--- config.mk ---
export PLATFORM = sky130hd
export DESIGN_NAME = storage_packet_tx_flat
export DESIGN_NICKNAME = d
export VERILOG_FILES = /design/src/rtl/storage_packet_tx_if.sv /design/src/rtl/storage_packet_tx.sv /design/src/flat_wrapper.sv
export SDC_FILE = /design/constraint.sdc
export NUM_CORES = 1
export LEC_CHECK = 0
export CAP_MARGIN = 30
export CELL_PAD_IN_SITES_DETAIL_PLACEMENT = 1
export CELL_PAD_IN_SITES_GLOBAL_PLACEMENT = 2
export CORE_MARGIN = 3
export CORE_UTILIZATION = 29
export DETAILED_ROUTE_END_ITERATION = 10
export GPL_TIMING_DRIVEN = 0
export PLACE_DENSITY_LB_ADDON = 0.1
export REMOVE_ABC_BUFFERS = 1
export SYNTH_ARGS = -nofsm -noshare
export SYNTH_HDL_FRONTEND = slang
export SYNTH_SLANG_ARGS = --single-unit
--- constraint.sdc ---
create_clock -name ReadClock -period 2.7 [get_ports ReadClock]
set_input_delay 0.81 -clock ReadClock [delete_from_list [all_inputs] [get_ports ReadClock]]
set_output_delay 0.81 -clock ReadClock [all_outputs]
set_load 0.01 [all_outputs]
--- src/rtl/storage_packet_tx_if.sv ---
// rtl/storage_packet_tx_if.sv - storage read port and link byte port of the packet transmitter
interface storage_packet_tx_if;
    logic [7:0] StorageData;
    logic       StorageValid;
    logic       StorageReady;
    logic       StorageReadEnable;
    logic [7:0] TxData;
    logic       TxValid;
    logic       TxReady;

    modport master (
        input  StorageData, StorageValid, StorageReady, TxReady,
        output StorageReadEnable, TxData, TxValid
    );

    modport slave (
        output StorageData, StorageValid, StorageReady, TxReady,
        input  StorageReadEnable, TxData, TxValid
    );
endinterface

--- src/rtl/storage_packet_tx.sv ---
// rtl/storage_packet_tx.sv - frames storage bytes into header/sequence/payload packets for the host link
// Define PKT_CHECKSUM_EN to append a two's-complement checksum byte to every packet.
module storage_packet_tx #(
    parameter int unsigned PACKET_BYTES = 256,
    parameter logic [7:0]  HEADER_BYTE  = 8'hA5
) (
    input  logic                ReadClock,
    input  logic                Reset,
    storage_packet_tx_if.master bus,
    output logic                Busy,
    output logic [15:0]         PacketCount
);
    typedef enum logic [2:0] {
        IDLE,
        HEADER,
        SEQ,
        PAYLOAD
`ifdef PKT_CHECKSUM_EN
        , CHECKSUM
`endif
    } state_t;

    localparam logic [16:0] PacketLen = 17'(PACKET_BYTES);

    state_t      state, stateNext;
    logic [7:0]  seqNum;
    logic [15:0] payloadCount;
    logic [7:0]  holdData;
    logic        holdFull;
    logic        readPending;
    logic        lastPayload;
    logic        payloadFire;
    logic        packetDone;
`ifdef PKT_CHECKSUM_EN
    logic [7:0]  checksumAcc;
`endif

    assign lastPayload = (({1'b0, payloadCount} + 17'd1) == PacketLen);
    assign payloadFire = (state == PAYLOAD) && holdFull && bus.TxReady;
`ifdef PKT_CHECKSUM_EN
    assign packetDone  = (state == CHECKSUM) && bus.TxReady;
`else
    assign packetDone  = payloadFire && lastPayload;
`endif
    assign Busy = (state != IDLE);

    always_comb begin
        stateNext             = state;
        bus.TxValid           = 1'b0;
        bus.TxData            = 8'h00;
        bus.StorageReadEnable = 1'b0;
        case (state)
            IDLE: begin
                if (bus.StorageReady) stateNext = HEADER;
            end
            HEADER: begin
                bus.TxValid = 1'b1;
                bus.TxData  = HEADER_BYTE;
                if (bus.TxReady) stateNext = SEQ;
            end
            SEQ: begin
                bus.TxValid = 1'b1;
                bus.TxData  = seqNum;
                if (bus.TxReady) stateNext = PAYLOAD;
            end
            PAYLOAD: begin
                bus.TxValid = holdFull;
                bus.TxData  = holdFull ? holdData : 8'h00;
                // Single outstanding read; gated by Reset so an aborting cycle never pops storage.
                bus.StorageReadEnable = !Reset && !holdFull && !readPending && bus.StorageReady &&
                    (({1'b0, payloadCount} + {16'd0, readPending} + {16'd0, holdFull}) < PacketLen);
                if (payloadFire && lastPayload) begin
`ifdef PKT_CHECKSUM_EN
                    stateNext = CHECKSUM;
`else
                    stateNext = IDLE;
`endif
                end
            end
`ifdef PKT_CHECKSUM_EN
            CHECKSUM: begin
                bus.TxValid = 1'b1;
                bus.TxData  = 8'h00 - checksumAcc;
                if (bus.TxReady) stateNext = IDLE;
            end
`endif
            default: stateNext = IDLE;
        endcase
    end

    always_ff @(posedge ReadClock) begin
        if (Reset) begin
            state        <= IDLE;
            seqNum       <= 8'h00;
            PacketCount  <= 16'h0000;
            payloadCount <= 16'h0000;
            holdData     <= 8'h00;
            holdFull     <= 1'b0;
            readPending  <= 1'b0;
`ifdef PKT_CHECKSUM_EN
            checksumAcc  <= 8'h00;
`endif
        end else begin
            state <= stateNext;
            if ((state == SEQ) && bus.TxReady) begin
                payloadCount <= 16'h0000;
`ifdef PKT_CHECKSUM_EN
                checksumAcc  <= 8'h00;
`endif
            end
            // A StorageValid without an outstanding read is stray and must not disturb the holding register.
            if (bus.StorageReadEnable) begin
                readPending <= 1'b1;
            end else if (readPending && bus.StorageValid) begin
                holdData    <= bus.StorageData;
                holdFull    <= 1'b1;
                readPending <= 1'b0;
            end
            if (payloadFire) begin
                holdFull     <= 1'b0;
                payloadCount <= payloadCount + 16'd1;
`ifdef PKT_CHECKSUM_EN
                checksumAcc  <= checksumAcc + holdData;
`endif
            end
            if (packetDone) begin
                PacketCount <= PacketCount + 16'd1;
                seqNum      <= seqNum + 8'd1;
            end
        end
    end
endmodule

--- src/flat_wrapper.sv ---
// flat-port wrapper written by rule: the top's interface ports become plain ports
module storage_packet_tx_flat 
#(
    parameter int unsigned PACKET_BYTES = 256,
    parameter logic [7:0]  HEADER_BYTE  = 8'hA5
)
  (ReadClock, Reset, Busy, PacketCount, bus_StorageData, bus_StorageValid, bus_StorageReady, bus_TxReady, bus_StorageReadEnable, bus_TxData, bus_TxValid);
  storage_packet_tx_if bus_i ();
  input  logic ReadClock;
  input  logic Reset;
  output logic Busy;
  output logic [15:0] PacketCount;
  input wire logic [$bits(bus_i.StorageData)-1:0] bus_StorageData;
  input wire logic [$bits(bus_i.StorageValid)-1:0] bus_StorageValid;
  input wire logic [$bits(bus_i.StorageReady)-1:0] bus_StorageReady;
  input wire logic [$bits(bus_i.TxReady)-1:0] bus_TxReady;
  output wire logic [$bits(bus_i.StorageReadEnable)-1:0] bus_StorageReadEnable;
  output wire logic [$bits(bus_i.TxData)-1:0] bus_TxData;
  output wire logic [$bits(bus_i.TxValid)-1:0] bus_TxValid;
  assign bus_i.StorageData = bus_StorageData;
  assign bus_i.StorageValid = bus_StorageValid;
  assign bus_i.StorageReady = bus_StorageReady;
  assign bus_i.TxReady = bus_TxReady;
  assign bus_StorageReadEnable = bus_i.StorageReadEnable;
  assign bus_TxData = bus_i.TxData;
  assign bus_TxValid = bus_i.TxValid;
  storage_packet_tx #(.PACKET_BYTES(PACKET_BYTES), .HEADER_BYTE(HEADER_BYTE)) u_core (.ReadClock(ReadClock), .Reset(Reset), .bus(bus_i), .Busy(Busy), .PacketCount(PacketCount));
endmodule
=== After elaboration in Yosys (flattened, before gate mapping) ===
Cells that the tools add are included.

* $add $sub $neg: 6
* Magnitude comparators: 1
* Equal/unequal tests: 8
* Muxes and demuxes: 13
* Bitwise logic cells: 1
* Reduce and logical (&&, ||, !) cells: 20

{| class="wikitable"
|+ Operators with widths
! operator !! count
|-
| adder 16 x 1 -> 16 bit, second input constant || 2
|-
| 2-to-1 mux 16 bit || 2
|-
| one-hot mux 8 bit (3 select lines) || 1
|-
| adder 16 x 1 -> 17 bit || 1
|-
| adder 16 x 1 -> 17 bit, second input constant || 1
|-
| adder 17 x 1 -> 17 bit || 1
|-
| == test 17 x 9 -> 1 bit, second input constant || 1
|-
| < comparator 17 x 9 -> 1 bit, second input constant || 1
|-
| 2-to-1 mux 3 bit || 4
|-
| one-hot mux 3 bit (4 select lines) || 1
|-
| logical AND 1 bit || 9
|-
| adder 8 x 1 -> 8 bit, second input constant || 1
|-
| 2-to-1 mux 8 bit || 1
|-
| == test 3 x 2 -> 1 bit, second input constant || 2
|-
| inequality test 2 bit, second input constant || 3
|-
| AND reduction 4 bit || 1
|-
| nonzero test 2 bit || 2
|-
| OR reduction 2 bit || 2
|-
| == test 3 x 1 -> 1 bit, second input constant || 1
|-
| logical NOT 1 bit || 3
|-
| logical NOT 3 bit || 1
|-
| 2-to-1 mux 1 bit || 3
|-
| nonzero test 3 bit || 1
|-
| inequality test 2 x 1 -> 1 bit, second input constant || 1
|-
| other kinds (3) || 3
|}

* Register bits after elaboration: 53
* Bits of input ports: 13
* Output and inout port bits: 27
* Word-level logic and storage cells: 56

=== Depth between registers and ports, before layout ===
Gate-level depths: netlist (run 1).

* Word-level depth: 8
* Gate-level depth with buffers: 10
* Depth with buffers taken out: 7

=== Least setup slack after synthesis (run 1) ===
No wires, ideal clock.

* Path type: register to register
* From: reg u_core.payloadCount[1]
* To: reg u_core.PacketCount[15]
* Library setup time: 0.123 ns
* Arrival: 2.559 ns
* Data required time: 2.577 ns
* Setup slack: 0.018 ns
* Cell stages (with the launch flop): 9
* Path buffers: 1
* Period minus slack after synthesis: 2.682 ns
* Path through: dfxtp_1 ha_1 nand4_1 nor4_1 mux2i_1 nand4_1 buf_4 nor4_2 mux2_1

* Longest elaborated chain between the ends: 3

{| class="wikitable"
|+ RTL lines
! element !! line !! text
|-
| start, declared || storage_packet_tx.sv:27 || <nowiki>logic [15:0] payloadCount;</nowiki>
|-
| start signal, assigned || storage_packet_tx.sv:121 || <nowiki>payloadCount <= payloadCount + 16'd1;</nowiki>
|-
| adder 16 x 1 -> 17 bit || storage_packet_tx.sv:38 || <nowiki>assign lastPayload = (({1'b0, payloadCount} + 17'd1) == PacketLen);</nowiki>
|-
| == test 17 x 9 -> 1 bit || storage_packet_tx.sv:38 ||
|-
| logical AND 1 bit || storage_packet_tx.sv:43 || <nowiki>assign packetDone = payloadFire && lastPayload;</nowiki>
|-
| end signal, assigned || storage_packet_tx.sv:127 || <nowiki>PacketCount <= PacketCount + 16'd1;</nowiki>
|-
| end, declared || storage_packet_tx.sv:11 || <nowiki>output logic [15:0] PacketCount</nowiki>
|}

Every way passes these cells.
A chain may end at the register's enable or synchronous reset.

=== Worst setup path after layout (run 1) ===
* From: reg u_core.holdFull
* To: out bus_StorageReadEnable

* Longest elaborated chain between the ends: 6
* Elaborated cells on any way between the ends: 8
* Those cells by class: 1 x add/sub; 1 x order compare; 1 x mux; 5 x reduce/logical

{| class="wikitable"
|+ RTL lines
! element !! line !! text
|-
| start, declared || storage_packet_tx.sv:29 || <nowiki>logic holdFull;</nowiki>
|-
| start signal, assigned || storage_packet_tx.sv:98 || <nowiki>holdFull <= 1'b0;</nowiki>
|-
| start signal, assigned || storage_packet_tx.sv:116 || <nowiki>holdFull <= 1'b1;</nowiki>
|-
| start signal, assigned || storage_packet_tx.sv:120 || <nowiki>holdFull <= 1'b0;</nowiki>
|-
| parallel branches: the longest is 4 deep, another holds adder 17 x 1 -> 17 bit || n/a ||
|-
| logical AND 1 bit * || storage_packet_tx.sv:70 || <nowiki>bus.StorageReadEnable = !Reset && !holdFull && !readPending && bus.StorageReady &&</nowiki>
|-
| 2-to-1 mux 1 bit * || storage_packet_tx.sv:52 || <nowiki>case (state)</nowiki>
|-
| end, declared || flat_wrapper.sv:17 || <nowiki>output wire logic [$bits(bus_i.StorageReadEnable)-1:0] bus_StorageReadEnable;</nowiki>
|}

Every way passes the cells marked *.

==> results.yml, run 1 <==
synthesis:
  netlist_area_um2: 2970
  yosysWarningCount: 0
  synth.distinct_cells: 50
  synth_area_leaders: "dfxtp_1 35%, a21oi_1 6.1%, nand2_1 4.4%, ha_1 4.2%, nand3_1 3.9%"
  yosys.area.top_type: "dfxtp_1"
  synthFlopType: "dfxtp_1"
  synth_top_cell_area_share_pct: 35.0
  synth-edff-count: 0
  syn_inst: 374
  async_flop_share_pct: 0
  yosysSeqAreaShare_pct: 35.0
  avgSynthCellArea_um2: 7.95
  ys_seq_elements: 52
final_layout:
  multi_input_area_um2: 2090
  layout-drive-gt1-share_pct: 22.0
  synthToLayoutAreaGrowth_pct: 38.0
  diodes: 0
  n_fill_cell: 1171
  nets: 453
  final_util_pct: 41.6
  seqCellArea_um2: 1070
timing:
  grt_setup_unrepaired: "true"
  slew_viol_final: 0
  finalSetupViolations: 0
  period_minus_slack_ns: 2.68
  fin_hold_ws_ns: 0.466
  period_share_pct: 99.2
  fmax_mhz: 373
  final_hold_viol_count: 0
  final.setup_skew_ns: 0.0155
  max_slew_margin_pct: 48.8
  max_slew.worst_pin.slew_ns: 0.759
  tns_ns: 0
clocking:
  cts_made_buffers: 5
  clk_pin_slew_ns: 0.11
  clk_path_buf_depth: 2
  clock_latency_ns: 0.32
  ctsHtreeMaxLevel: 2
  tritoncts: "built"
  clock_sinks: 52
  ctsHoldBuffers: 0
  cts-root-buf: "clkbuf_8"
worst_setup_path:
  crit_arrival_ns: 1.87
  crit_required_ns: 1.89
  critPathLaunchType: "flop"
  setup.worst_path.end_class: "primary output"
  path_class: "flop to primary output"
  cp_max_fo: 6
detailed_routing:
  drt_first_iter_violations: 134
  first_pass_iters: 4
  drc: 0
  wirelength_mm: 9.83
  antenna_left: 0
  vias: 3112
  via_per_inst: 5.52
  wl_per_cell_um: 17.4
global_route:
  grt_overflow_total: 0
  grt_pass1_wl_mm: 15.7
  grt_start_max_net_pins: 41
  grt_antenna_before_repair: 0
  global_route.usage.total_pct: 16.6
  grt_pass1_vias: 3117
floorplan:
  die-area_um2: 11500
  pin_count: 40
  rows: 36
  die_height_um: 107
  fp.dieW_um: 107
  core_region_area_um2: 9860
  initial_core_util_pct: 30.1
power:
  peakVddDrop_mv: 0.187
  p_per_area_nw_per_um2: 426
  p_leak_uw: 0.00154
min_path:
  min_path_type: "flop to flop"
placed_design:
  port_buffers: 39
  globalplace.congestion: 0.745
  dp_hpwl_mm: 5.87
run_status:
  status: "finished clean"
flow_run:
  cap_violations: 0
-- logic make-up (layout without fill, tap and decap cells) --
| family | count (synthesis) | count (layout) | synth area share [%] |
|---|---|---|---|
| AO/OA/AOI/OAI | 100 | 100 | 21.8 |
| XOR/XNOR | 4 | 4 | 1.18 |
| adder cells (fa/ha/maj) | 10 | 10 | 4.21 |
| buffers and inverters | 34 | 88 | 4.80 |
| flip-flops | 52 | 52 | 35.0 |
| multiplexers | 10 | 10 | 3.62 |
| AND/OR/NAND/NOR | 164 | 167 | 29.4 |
-- metrics by stage --
stage	setup WS (ns)	power, µW	instance area, µm²	std cells
4_1_cts	-0.0118	1750	3800	546
3_5_place_dp	-1.59	1260	3440	523
5_1_grt	-0.0731	1860	4100	564
2_1_floorplan	-0.300	1030	2870	350
6_report	0.0207	1750	4100	564
3_3_place_gp	-2.13	1250	3420	522
-- flip-flops by register name, indices dropped and copies added (netlist names) --
signal               count
u_core.PacketCount      16
u_core.seqNum            8
u_core.readPending       1
u_core.holdData          8
u_core.payloadCount     16
u_core.holdFull          1
u_core.state             2
-- worst paths after layout --
| check | from | to | slack (ns) | depth (start not counted) |
|---|---|---|---|---|
| hold / removal | u_core.holdData[3] | u_core.holdData[3] | 0.47 | 2 |
| setup reg to reg | u_core.payloadCount[8] | u_core.seqNum[5] | 0.07 | 7 |
| setup / recovery | u_core.holdFull | bus_StorageReadEnable | 0.02 | 6 |
| hold reg to reg | u_core.holdData[3] | u_core.holdData[3] | 0.47 | 2 |
-- layer usage --
layer,vias up,part of all wire (%),global-route usage (%)
li1,1510,-,-
met1,1547,49,22.5
met2,46,47,27.7
met3,9,2.6,2.46
met4,0,1.1,4.38
met5,-,0,0
-- worst max-delay path: stages (launching register included) --
cell and delay [ns]:
dfxtp_4 0.39, ha_4 0.25, a21oi_4 0.17, nor3b_4 0.07, a211o_1 0.27, a211oi_2 0.24
buf_2 0.17
-- cells in the final DEF (no fill, tap or decap), drive strengths merged, types with 4 or more instances in the layout --
cell / count
dfxtp: 52
a21oi: 36
nand2: 35
buf: 33
nor2: 30
clkdlybuf4s50: 27
nand3: 23
o21ai: 19
nand4: 12
inv: 11
or4: 11
nor3: 10
ha: 10
o31ai: 9
or3: 8
a31oi: 7
nor2b: 7
and3: 7
nor4: 7
a22oi: 6
mux2: 6
clkbuf: 5
dlygate4sd2: 5
dlymetal6s2s: 5
a311oi: 4
mux2i: 4
a211oi: 4
-- timing repair --
item	4_1_cts	5_1_grt
setup buffers	14	16
cloned	1	2
endpoints found under the setup margin	36	27
resized for setup	48	34
pin swaps	10	23
-- cell type report --
type / instances / share of cell area [%]
inverter: 10 / 0.915
clock buffer: 5 / 1.68
sequential: 52 / 26.0
clock inverter: 3 / 0.518
multi-input combinational: 291 / 51.0
timing repair buffer: 70 / 15.8
tap: 133 / 4.06
-- synth_stat cells (2+ instances only) --
cell       n
and2_1     2
and4_1     2
and3_1     7
a311oi_1   4
o211a_1    2
or4_1     11
nand2_1   35
a41o_1     2
ha_1      10
a221oi_2   2
a22oi_1    6
nor2_1    30
o21ai_0   19
or3_1      8
buf_2      3
a31oi_1    7
buf_1      4
nor3_1    10
inv_1     10
a211o_1    2
or2_2      3
nand3b_1   2
dfxtp_1   52
nor4_2     2
nand3_1   23
a211oi_1   4
nor2b_1    7
nor4_1     5
a41oi_1    3
clkbuf_1  15
nor3b_1    3
xor2_1     3
nand4_1    9
a21oi_1   36
mux2_1     6
mux2i_1    4
o31ai_1    8
-- power by group --
| part | leakage, µW | total, µW | switching (µW) | internal [µW] |
|---|---|---|---|---|
| Clock | 0.0000445 | 492 | 307 | 185 |
| Combinational | 0.00107 | 448 | 248 | 200 |
| Sequential | 0.000425 | 808 | 22.4 | 785 |
| Total | 0.00154 | 1750 | 578 | 1170 |
Note: power is estimated with default switching activity, not from simulation.
==> inputs of run 2 (changes only) <==
CTS_BUF_LIST = sky130_fd_sc_hd__clkbuf_4 sky130_fd_sc_hd__clkbuf_8 sky130_fd_sc_hd__clkbuf_16   (was not set)
CTS_CLUSTER_DIAMETER = 40   (was not set)
clock period = 2.4 ns   (was 2.7 ns; I/O delays follow)
==> run 2 against run 1 <==
The flow now finishes with violations (negative setup slack). Register-to-register slack got worse by 0.25 ns. Sequential share of layout area shrank 0.67 points. Non-clock buffer count grew 10. Critical path depth fell by 1. Design area is 3.5% higher. Largest cell class unchanged. Highest routed layer unchanged.
==> results.yml, run 2 (same netlist as run 1, synthesis figures left out) <==
run_status:
  status: "finished, violations left"
  violations: "negative setup slack"
timing:
  fmax_mhz: 387
  period_minus_slack_ns: 2.59
  slew_viol_final: 0
  setup_slack_ns: -0.186
  final.setup_skew_ns: 0.0177
  max_slew.worst_pin.slew_ns: 0.826
  period_share_pct: 108
  finalSetupViolations: 25
  grt_setup_unrepaired: "true"
  tns_ns: -2.59
  final_hold_viol_count: 0
  max_slew_margin_pct: 44.4
clocking:
  clk_path_buf_depth: 2
  ctsHoldBuffers: 0
  cts-root-buf: "clkbuf_8"
  tritoncts: "built"
  clk_pin_slew_ns: 0.11
  clock_sinks: 52
  ctsHtreeMaxLevel: 2
  cts_made_buffers: 5
  clock_latency_ns: 0.32
placed_design:
  port_buffers: 39
  dpl_worst_slack_ns: -1.80
  dpl-instance-area_um2: 3440
  dp_hpwl_mm: 5.87
  globalplace.congestion: 0.745
floorplan:
  pin_count: 40
  die-area_um2: 11500
  die_height_um: 107
  fp.dieW_um: 107
  initial_core_util_pct: 30.1
  core_region_area_um2: 9860
  rows: 36
detailed_routing:
  drt_first_iter_violations: 146
  wirelength_mm: 10.2
  vias: 3140
  wl_per_cell_um: 17.7
  antenna_left: 0
  drc: 0
  via_per_inst: 5.48
  first_pass_iters: 4
final_layout:
  layout_commonest_cell: "dfxtp_1"
  final_cell_mix: "39 x dfxtp_1, 33 x nand2_1, 31 x buf_4"
  nets: 462
  synthToLayoutAreaGrowth_pct: 42.8
  final_util_pct: 43.0
  diodes: 0
  reg_top3: "u_core.PacketCount (16), u_core.payloadCount (16)"
  layout-drive-gt1-share_pct: 29.1
  design_area_um2: 4250
  n_fill_cell: 1154
min_path:
  min_path_type: "flop to flop"
worst_setup_path:
  setup.worst_path.end_class: "primary output"
  crit_path_top_delay_cell: "buf_2"
  path_cells: "buf_2 -> buf_12 -> nand3b_1 -> a211oi_2 -> buf_2"
  critPathLaunchType: "primary input"
  path_buf_inv: 3
  crit_required_ns: 1.68
  cp_top_family: "buffers and inverters"
  cp_max_fo: 40
  max_stage_delay_ns: 0.25
  cpMostUsedCell: "buf_2"
  crit_arrival_ns: 1.87
  path_class: "primary input to primary output"
power:
  power_uw: 2020
  peakVddDrop_mv: 0.204
  p_leak_uw: 0.00154
  p_per_area_nw_per_um2: 475
global_route:
  grt_overflow_total: 0
  grt_pass1_wl_mm: 16.5
  grt_pass1_vias: 3236
  grt_antenna_before_repair: 0
  global_route.usage.total_pct: 17.6
  grt_start_max_net_pins: 41
flow_run:
  cap_violations: 0
==> run 2: cell types whose count changed in the layout (fill, tap and decap cells not counted), sizes merged <==
cell and change:
buf +14, clkbuf +5, clkdlybuf4s50 -1, and2 -1, dlygate4sd2 -4, dlymetal6s2s -4
==> run 2: worst register-to-register path, delay by kind of cell (launching register included) <==
kind	cells	cell delay (ns)
compound gates	2	0.65
fa+ha+maj	1	0.17
buf+inv	2	0.32
flops	1	0.38
mux	1	0.32
simple gates	3	0.64
==> run 2: final timing paths <==
check	to	cells after the start	start	slack (ns)
max	bus_StorageReadEnable	5	Reset	-0.19
min	u_core.holdData[3]	2	u_core.holdData[3]	0.46
max reg2reg	u_core.seqNum[6]	9	u_core.payloadCount[1]	-0.18
min reg2reg	u_core.holdData[3]	2	u_core.holdData[3]	0.46
==> run 2: what timing repair did <==
| action | CTS | global route |
|---|---|---|
| setup endpoints to repair | 38 | 32 |
| pin swaps | 38 | 18 |
| resized for setup | 91 | 41 |
| endpoints found under the hold margin | 0 | 0 |
| setup buffers | 30 | 11 |
| cloned | 2 | 0 |
==> run 2: per-layer routing <==
metal | part of all wire, % | GRT usage, %
met1 | 48 | 23.2
met2 | 48 | 30.4
met3 | 2.9 | 2.64
met4 | 0.92 | 4.02
met5 | 0 | 0
==> run 2: cell type report <==
class / instances / area [µm²] / area share [%]
Clock buffer: 5 / 68.8 / 1.62
Clock inverter: 3 / 21.3 / 0.501
Inverter: 10 / 37.5 / 0.884
Multi-Input combinational cell: 290 / 2180 / 51.3
Sequential cell: 52 / 1070 / 25.3
Tap cell: 133 / 166 / 3.92
Timing Repair Buffer: 80 / 699 / 16.5
==> run 2: power breakdown <==
part,leakage (µW),internal [µW],switching [µW]
Sequential,0.000427,881,24.1
Combinational,0.00107,249,311
Clock,0.0000445,209,344
==> run 2: through the flow <==
step / hold WS [ns] / instances
floorplan: 0.430 / 350
global placement: 0.445 / 522
detailed placement: 0.453 / 523
CTS: 0.469 / 563
global route: 0.499 / 573
finish: 0.463 / 573
==> inputs of run 3 (changes only) <==
CAP_MARGIN = 20   (was 30)
==> results of run 3 <==
No change in the layout: final DEF, timing and power equal those of run 2.
